**config.mk**
```make
export PLATFORM = sky130hd
export DESIGN_NAME = logic_unit_pipe
export DESIGN_NICKNAME = d
export VERILOG_FILES = /design/src/rtl/logic_unit_pipe.sv
export SDC_FILE = /design/constraint.sdc
export NUM_CORES = 1
export LEC_CHECK = 0
export ABC_AREA = 1
export CAP_MARGIN = 20
export CORE_ASPECT_RATIO = 0.6
export CORE_UTILIZATION = 58
export CTS_BUF_LIST = sky130_fd_sc_hd__clkbuf_8
export CTS_CLUSTER_DIAMETER = 40
export CTS_CLUSTER_SIZE = 25
export DETAILED_ROUTE_END_ITERATION = 12
export GPL_TIMING_DRIVEN = 1
export HOLD_SLACK_MARGIN = 0.03
export PLACE_DENSITY_LB_ADDON = 0.12
export SLEW_MARGIN = 10
export SYNTH_ARGS = -nofsm -noshare
export SYNTH_HDL_FRONTEND = slang
export SYNTH_SLANG_ARGS = --single-unit
```
**constraint.sdc**
```tcl
create_clock -name clk -period 3.1 [get_ports clk]
set_clock_uncertainty 0.1 [all_clocks]
set_input_delay 0.62 -clock clk [delete_from_list [all_inputs] [get_ports clk]]
set_output_delay 0.62 -clock clk [all_outputs]
set_load 0.02 [all_outputs]
```
**src/rtl/logic_unit_pipe.sv**
```systemverilog
// Registered WIDTH-bit bitwise logic stage with valid/ready handshakes,
// a two-entry output skid buffer and an accepted-transaction counter.
module logic_unit_pipe #(
  parameter int unsigned WIDTH = 8,
  parameter int unsigned CNT_W = 16
) (
  input  logic             clk,
  input  logic             rst,
  input  logic             in_valid,
  output logic             in_ready,
  input  logic [WIDTH-1:0] in_a,
  input  logic [WIDTH-1:0] in_b,
  input  logic [2:0]       in_op,
  output logic             out_valid,
  input  logic             out_ready,
  output logic [WIDTH-1:0] out_y,
  output logic             out_zero,
  output logic [CNT_W-1:0] op_count
);

  typedef enum logic [1:0] {
    EMPTY = 2'd0,
    ONE   = 2'd1,
    TWO   = 2'd2
  } state_t;

  state_t           state;
  logic [WIDTH-1:0] skid_y;
  logic [WIDTH-1:0] res;
  logic             accept;
  logic             consume;

  assign accept  = in_valid & in_ready;
  assign consume = out_valid & out_ready;

  // Bitwise op select; every code is defined.
  always_comb begin
    res = '0;
    case (in_op)
      3'd0: res = ~in_a;
      3'd1: res = in_a;
      3'd2: res = in_a & in_b;
      3'd3: res = in_a | in_b;
      3'd4: res = in_a ^ in_b;
      3'd5: res = ~(in_a & in_b);
      3'd6: res = ~(in_a | in_b);
      3'd7: res = ~(in_a ^ in_b);
      default: res = '0;
    endcase
  end

  // Occupancy FSM: head register drives the outputs, skid holds the second result.
  always_ff @(posedge clk) begin
    if (rst) begin
      state     <= EMPTY;
      out_valid <= 1'b0;
      in_ready  <= 1'b1;
      out_y     <= '0;
      out_zero  <= 1'b0;
      skid_y    <= '0;
      op_count  <= '0;
    end else begin
      if (accept) op_count <= op_count + CNT_W'(1);
      case (state)
        EMPTY: begin
          if (accept) begin
            out_y     <= res;
            out_zero  <= (res == '0);
            out_valid <= 1'b1;
            state     <= ONE;
          end
        end
        ONE: begin
          if (accept && consume) begin
            out_y    <= res;
            out_zero <= (res == '0);
          end else if (accept) begin
            skid_y   <= res;
            in_ready <= 1'b0;
            state    <= TWO;
          end else if (consume) begin
            out_valid <= 1'b0;
            state     <= EMPTY;
          end
        end
        TWO: begin
          if (consume) begin
            out_y    <= skid_y;
            out_zero <= (skid_y == '0);
            in_ready <= 1'b1;
            state    <= ONE;
          end
        end
        default: begin
          state     <= EMPTY;
          out_valid <= 1'b0;
          in_ready  <= 1'b1;
        end
      endcase
    end
  end

endmodule

```
# [Word level (Yosys, flattened, before mapping)]
# Cells that the tools add are included.
[totals] reg_bits=37 input_bits=23 out_inout_bits=27
[op_classes] n_addsub=1 eq_ne=17 muxes=24 bitwise_logic=12 n_reduce_logical=11
[op_table] operator="8-bit one-hot mux with 8 select lines" count=1
[op_table] operator="8-bit NOT" count=4
[op_table] operator="8-bit 2-to-1 mux" count=3
[op_table] operator="8-bit one-hot mux with 3 select lines" count=1
[op_table] operator="16-bit by 1-bit adder with 16-bit output, second input constant" count=1
[op_table] operator="8-bit zero test" count=2
[op_table] operator="2-bit != test, second input constant" count=7
[op_table] operator="3-bit equality test, second input constant" count=4
[op_table] operator="4-bit AND reduction" count=3
[op_table] operator="1-bit 2-to-1 mux" count=10
[op_table] operator="2-bit 2-to-1 mux" count=5
[op_table] operator="1-bit one-hot mux with 3 select lines" count=3
[op_table] operator="8-bit bitwise AND" count=1
[op_table] operator="8-bit bitwise OR" count=1
[op_table] operator="8-bit bitwise XOR" count=1
[op_table] operator="3-bit by 2-bit equality test with 1-bit output, second input constant" count=2
[op_table] operator="2-bit one-hot mux with 3 select lines" count=1
[op_table] operator="5-bit AND reduction" count=1
[op_table] operator="3-bit by 1-bit equality test with 1-bit output, second input constant" count=1
[op_table] operator="3-bit zero test" count=1
[op_table] operator="3-bit != test, second input constant" count=1
[op_table] operator="1-bit NOT" count=3
[op_table] operator="3-bit AND reduction" count=1
[op_table] operator="3-bit nonzero test" count=1
[op_table] operator="other kinds (5)" count=6

# [Longest topological paths before layout]
# Gate-level depths: netlist of run 1.
[depth] ltp_word=6 mapped_depth=12 depth_no_buf=12

# [Worst setup path before layout of run 1]
# Ideal clock, no wire load.
[synth_timing] path_kind="input -> register" start="in in_op[1]" end="reg out_zero" setup_ns=0.070 arrival_time_ns=1.644 setup_slack_ns=1.286 stages=10 path_buffers=1 path_cell_list="buf_2 -> nor2_4 -> nand2_2 -> inv_1 -> nand2_1 -> nand2_1 -> nand2_1 -> nor2_1 -> nand3_1 -> a21oi_1"
[synth_via] elab_chain_len=5
[synth_lines] item="start: declaration" line="13" source="input logic [2:0] in_op,"
[synth_lines] item="3-bit equality test, or another cell as far along" line="39" source="case (in_op)"
[synth_lines] item="8-bit one-hot mux with 8 select lines *" line="39"
[synth_lines] item="8-bit zero test *" line="68, 76"
[synth_lines] item="1-bit 2-to-1 mux (on tied branches)" line="74, 66"
[synth_lines] item="1-bit one-hot mux with 3 select lines *" line="64" source="case (state)"
[synth_lines] item="end signal: assignment" line="68" source="out_zero <= (res == '0);"
[synth_lines] item="end signal: assignment" line="76" source="out_zero <= (res == '0);"
[synth_lines] item="end signal: assignment" line="89" source="out_zero <= (skid_y == '0);"
[synth_lines] item="end: declaration" line="17" source="output logic out_zero,"
# Mark *: on every way between the ends. The rest lies on a longest branch, timed or not. The select of a mux whose other input is x is not followed.
# A chain may end at the register's enable or synchronous reset.

# [Final worst setup path of run 1]
[layout_timing] start="in in_op[2]" end="reg out_zero"
# The elaborated chain is that of the path after synthesis.

==> results of run 1 <==
==> path summary, 6_finish.rpt <==
kind                startpoint      endpoint  cells after the start
setup / recovery      in_op[2]      out_zero                     10
hold / removal    op_count[12]  op_count[12]                      2
setup reg to reg      state[0]     skid_y[4]                      7
hold reg to reg   op_count[12]  op_count[12]                      2
==> final cells by class <==
| cell class | count | area (sq um) |
|---|---|---|
| Multi-Input combinational cell | 281 | 1510 |
| Tap cell | 60 | 75.1 |
| Clock buffer | 6 | 82.6 |
| Inverter | 64 | 240 |
| Sequential cell | 37 | 741 |
| Fill cell | 311 | 932 |
| Timing Repair Buffer | 57 | 551 |
| Clock inverter | 2 | 33.8 |
==> registers in the layout (all words and copies together), names as in the netlist <==
signal / flops
in_ready: 1
out_zero: 1
state: 2
skid_y: 8
out_valid: 1
op_count: 16
out_y: 8
==> worst max-delay path: stages <==
cell             delay [ns]
clkdlybuf4s50_1        0.68
nor2_4                 0.33
nand2_2                0.14
inv_1                  0.24
nand2_1                0.14
nand2_1                0.12
nand2_1                0.07
nor2_1                 0.08
nand3_1                0.08
a21oi_1                0.12
==> where the power goes <==
| group | leakage, nW | internal (mW) | total [mW] | switching (mW) |
|---|---|---|---|---|
| registers | 0.302 | 0.521 | 0.558 | 0.0367 |
| clock network | 0.0626 | 0.259 | 0.432 | 0.173 |
| logic | 1.18 | 0.171 | 0.426 | 0.254 |
| total | 1.55 | 0.952 | 1.42 | 0.464 |
==> cell families (layout without fill, tap and decap cells) <==
family / count (synthesis) / in the layout
fa+ha+maj: 17 / 17
flops: 37 / 37
simple gates: 194 / 194
buf+inv: 77 / 129
compound gates: 67 / 67
xor+xnor: 3 / 3
==> metal layers <==
metal / vias to the layer above / track usage / wire, microns
met4: 0 / 0.0738 / 48
met2: 180 / 0.439 / 2960
met3: 8 / 0.0718 / 763
met5: - / 0 / 0
li1: 1412 / - / -
met1: 1279 / 0.472 / 3300
==> layout by cell type, fill, tap and decap left out, types with 2 or more instances in the layout <==
cell type	netlist	layout
a21oi_1	28	28
buf_4	2	8
clkbuf_8	0	6
clkdlybuf4s50_1	0	49
dfxtp_1	37	37
ha_1	17	17
inv_1	62	63
inv_2	2	2
nand2_1	69	69
nand2_2	3	3
nand3_1	28	28
nand3_2	2	2
nand4_1	28	28
nor2_1	44	44
nor2_4	2	2
nor3_1	12	12
nor3b_1	2	2
o211ai_1	6	6
o21a_1	2	2
o21ai_0	26	26
xor2_1	3	3
==> stage by stage <==
step / setup WS [ns] / hold slack (ns) / instance area [sq um] / instances
5_1_grt: 0.420 / 0.434 / 3230 / 507
6_report: 0.594 / 0.389 / 3230 / 507
2_1_floorplan: 1.29 / 0.373 / 2560 / 395
3_5_place_dp: 0.389 / 0.385 / 3120 / 499
3_3_place_gp: 0.479 / 0.364 / 3120 / 499
4_1_cts: 0.654 / 0.396 / 3230 / 507
==> metrics.txt, run 1 <==
Yosys warnings=0; mux cell area share after synthesis=0; worst skew pair latency=0.29 ns; Detailed Routing Iterations Pass 1=5; Fmax=around 400 MHz; Hold WC Path Type=reg2reg; count of state elements after synthesis=37; vias in the first global route=2323; Post-Synth Adder-Cell Area=0.0830; Nets=486; Tot Pwr=around 1.4 mW; # Max-Cap Violations=0; clk sink count=37; # rows=18; via count=2879; EDFF count, synth=0; Synth Area in Compound Gates=0.142; startpoint types=input pin; antenna violations before repair=0; Chip Width=between 80 and 90 microns; Overall Global Routing Usage=0.312; Initial Util=0.615; RSZ-0062 raised after global routing=false; Syn Area/Cell=6.49 sq um; Pleak=1.55 nW; Post-synth ARST share=0; power per standard cell area=~440 nW/um^2; Max VDD drop=about 0.0004 V; routed vias/inst=5.68; fraction of the yosys area taken by sequential cells=0.289; core area=about 4200 sq um; I/O Pins=50; Detailed Place HPWL=about 5.2 mm; largest net degree at the start of global routing=28; n_diodes=0; first-pass GRT wire length=11.1 mm; cell taking the most area after synthesis=dfxtp_1; count leader, synth=nand2_1; Hold Violations, Final=0; Post-Syn Instances=about 400; area delta synth->final=26.2%; Routed WL per cell=roughly 14 microns; Placer Congestion=a little over 0.9; Longest Clk Path Bufs=2; die height=about 54 microns; Final Critical Period=~2.5 ns; status=finished, final reports clean; Syn Std Cell Area=approximately 2600 sq um; GR Overflow Total=0; worst endpoint required time=3.23 ns; top_reg_cell synth=dfxtp_1; clk root buf=clkbuf_8; worst-path maximum fanout=11; distinct cell type count after synthesis=31; Slew Viols, Final=0; Post-Route WL=7.07 mm; final setup vio count=0; Total Neg Setup Slack=0 ns; area of the die=between 4000 and 5000 sq um; H-tree depth=2; post-CTS sizing=0; TritonCTS clock tree=done; Num CTS Buffers=5; total setup buffers inserted after CTS=0; final core utilization=0.776; Critical Path AT=2.63 ns; drt drc=0; flop-to-flop setup slack=1.12 ns; CTS clk-pin slew, worst paths=roughly 0.08 ns; critical path class=in2reg; Synth top area share=0.289; synth top area cells=dfxtp_1 (29%), nand2_1 (10%), inv_1 (9.1%), ha_1 (8.3%), nand4_1 (6.8%); layout cells sized above 1=0.0604; Commonest cells post-synth=nand2_1 (69), inv_1 (62), nor2_1 (44), dfxtp_1 (37); DRT iter0 DRCs=approximately 330; Critical Path End Type=flop; crit share post-route=0.808; Port Buffers=a little under 50; post-synthesis xor/xnor area fraction=0.0102; largest family of logic cells by synthesized area=simple AND/OR/NAND/NOR gates; Tightest Pin Transition=0.737 ns; Post-Synth Simple-Gate Area=0.355; Syn Nets=~440; antenna-violating nets left=0; max_slew headroom=0.508; hold_buf cts=0
Power figures use the tool's default switching activity.
==> inputs of run 2 (changes only) <==
--- a/config.mk
+++ b/config.mk
@@ -8,7 +8,7 @@
 export ABC_AREA = 1
 export CAP_MARGIN = 20
 export CORE_ASPECT_RATIO = 0.6
-export CORE_UTILIZATION = 58
+export CORE_UTILIZATION = 49
 export CTS_BUF_LIST = sky130_fd_sc_hd__clkbuf_8
 export CTS_CLUSTER_DIAMETER = 40
 export CTS_CLUSTER_SIZE = 25
==> constraint.sdc (replaced) <==
create_clock -name clk -period 2.25 [get_ports clk]
set_clock_uncertainty 0.1 [all_clocks]
set_input_delay 0.45 -clock clk [delete_from_list [all_inputs] [get_ports clk]]
set_output_delay 0.45 -clock clk [all_outputs]
set_load 0.02 [all_outputs]
==> metrics.txt, run 2 (synthesis gave the netlist of run 1 again) <==
worst endpoint required time=2.37 ns (-0.86 ns); Largest regs=op_count: 16 flops, out_y: 8 flops, skid_y: 8 flops; startpoint types=input pin; Tot Pwr=1.94 mW (+37%); Final Critical Period=about 2.1 ns; worst hold path startpoint=op_count[12]; largest net degree at the start of global routing=20 (-29%); worst-path maximum fanout=7 (-4); Detailed Routing Iterations Pass 1=5 (unchanged); fillers=406 (+31%); antenna violations before repair=0 (unchanged); H-tree depth=2 (unchanged); critical-path cell list=clkdlybuf4s50_1 -> inv_2 -> buf_4 -> nand3_1 -> nor2_1 -> nor3_1 -> nand3_1 -> nor2_1 -> nand3_1 -> a21oi_2; area of the die=5530 sq um (+18%); max FFs per register=16 (unchanged); Crit-path slowest cell=clkdlybuf4s50_1; flop-to-flop setup slack=0.47 ns (-0.65 ns); Critical Path End Type=flop; register with the highest flop count=op_count; via count=2940 (+2.1%); Num CTS Buffers=5 (unchanged); I/O Pins=50 (unchanged); Setup crit start=in_op[0]; Nets=529 (+8.8%); vias in the first global route=2562 (+10%); WHS Endpoint=op_count[12]; crit share post-route=0.941; Slew Viols, Final=0 (unchanged); critical path class=in2reg; total setup buffers inserted after CTS=0 (unchanged); TritonCTS clock tree=done; Fmax=between 400 and 500 MHz; Placer Congestion=0.937 (+1.0%); layout cells sized above 1=0.149 (+0.0886); family with the most delay on the worst path=buffers and inverters; Pleak=1.77 nW (+14%); final worst setup slack=0.132 ns (-0.462 ns); core area=4800 sq um (+15%); power per standard cell area=542 nW/um^2 (+24%); pre-CTS setup slack=-0.158 ns (-0.547 ns); Hold Path Stages=2 (unchanged); area of the multi-input gates=1520 sq um (+0.58%); DRT iter0 DRCs=232 (-30%); Port Buffers=49 (unchanged); status=finished, final reports clean; first-pass GRT wire length=11.7 mm (+5.6%); Crit. path cell count=10 (unchanged); Overall Global Routing Usage=0.272 (-0.0404); die height=58.0 microns (+8.5%); Post-Route WL=7.25 mm (+2.5%); Initial Util=0.534 (-0.0814); reg-to-reg critical path endpoint=op_count[13]; final setup vio count=0 (unchanged); Worst path max stage delay=0.59 ns (-0.09 ns); register area=741 sq um (unchanged); Hold Violations, Final=0 (unchanged); n_diodes=0 (unchanged); Hold WC Path Type=reg2reg; antenna-violating nets left=0 (unchanged); Longest Clk Path Bufs=2 (unchanged); # rows=19 (+1); post-CTS sizing=0 (unchanged); origin of the critical flop-to-flop path=op_count[3]; max_slew headroom=0.749 (+0.241); GR Overflow Total=0 (unchanged); # Max-Cap Violations=0 (unchanged); Detailed Place HPWL=5.64 mm (+8.3%); CTS clk-pin slew, worst paths=0.07 ns (about the same); most common cell after layout, fill and taps aside=nand2_1; Critical Path AT=2.24 ns (-0.39 ns); hold_buf cts=0 (unchanged); cell repeated most along the worst path=nand3_1; r2r worst-path depth=8 (+1); Max VDD drop=0.000510 V (+25%); commonest cells after routing, fill and taps aside=nand2_1 (69), inv_1 (62), buf_4 (50); Tightest Pin Transition=0.375 ns (-0.361 ns); CP bufs+invs=3 (+1); clk sink count=37 (unchanged); Routed WL per cell=13.1 microns (-6.0%); Chip Width=95.4 microns (+8.6%); clk root buf=clkbuf_8; routed vias/inst=5.32 (-6.4%); RSZ-0062 raised after global routing=false; worst skew pair latency=0.29 ns (about the same); drt drc=0 (unchanged); area delta synth->final=39.3%; Total Neg Setup Slack=0 ns (unchanged)
## run 2: worst min-delay path: stages (launching register included)
cell	delay [ns]
dfxtp_1	0.33
inv_1	0.07
a21oi_1	0.06
## run 2: worst max path at each step
stage          slack [ns]      endpoint
2_1_floorplan        0.55  op_count[13]
4_1_cts              0.14      out_zero
6_report             0.13      out_zero
5_1_grt             0.009      out_zero
3_5_place_dp        -0.16      out_zero
3_3_place_gp        -0.09      out_zero
## run 2: power by group
part	internal, mW	switching, mW	total, mW	leakage, nW
Combinational	0.296	0.362	0.657	1.41
Sequential	0.718	0.0477	0.766	0.302
Clock	0.277	0.236	0.513	0.0542
## run 2: area by class of cell
cell class              count  share of cell area
clock buffers               7              0.0270
clock inverters             1             0.00140
inverters                  64              0.0673
multi-input cells         281               0.426
flip-flops and latches     37               0.207
well taps                  63              0.0221
repair buffers            100               0.249
## run 2: per-layer routing
layer	wire [microns]	global-route usage	up-vias
met5	0	0	-
li1	-	-	1496
met1	3560	0.400	1302
met2	2980	0.404	140
met3	693	0.0722	2
met4	13	0.0448	0
## run 2: through the flow
step,hold slack (ns),utilization,area (sq um),instances
after detailed placement,0.380,0.720,3460,545
after CTS,0.394,0.741,3560,553
after floorplan,0.373,-,2560,395
after global routing,0.424,0.744,3570,553
after global placement,0.364,0.720,3460,545
final,0.397,0.744,3570,553
==> inputs of run 3 (changes only) <==
--- a/config.mk
+++ b/config.mk
@@ -20,3 +20,4 @@
 export SYNTH_ARGS = -nofsm -noshare
 export SYNTH_HDL_FRONTEND = slang
 export SYNTH_SLANG_ARGS = --single-unit
+export TNS_END_PERCENT = 10
==> results of run 3 <==
No change in the layout: final DEF, timing and power equal those of run 2.
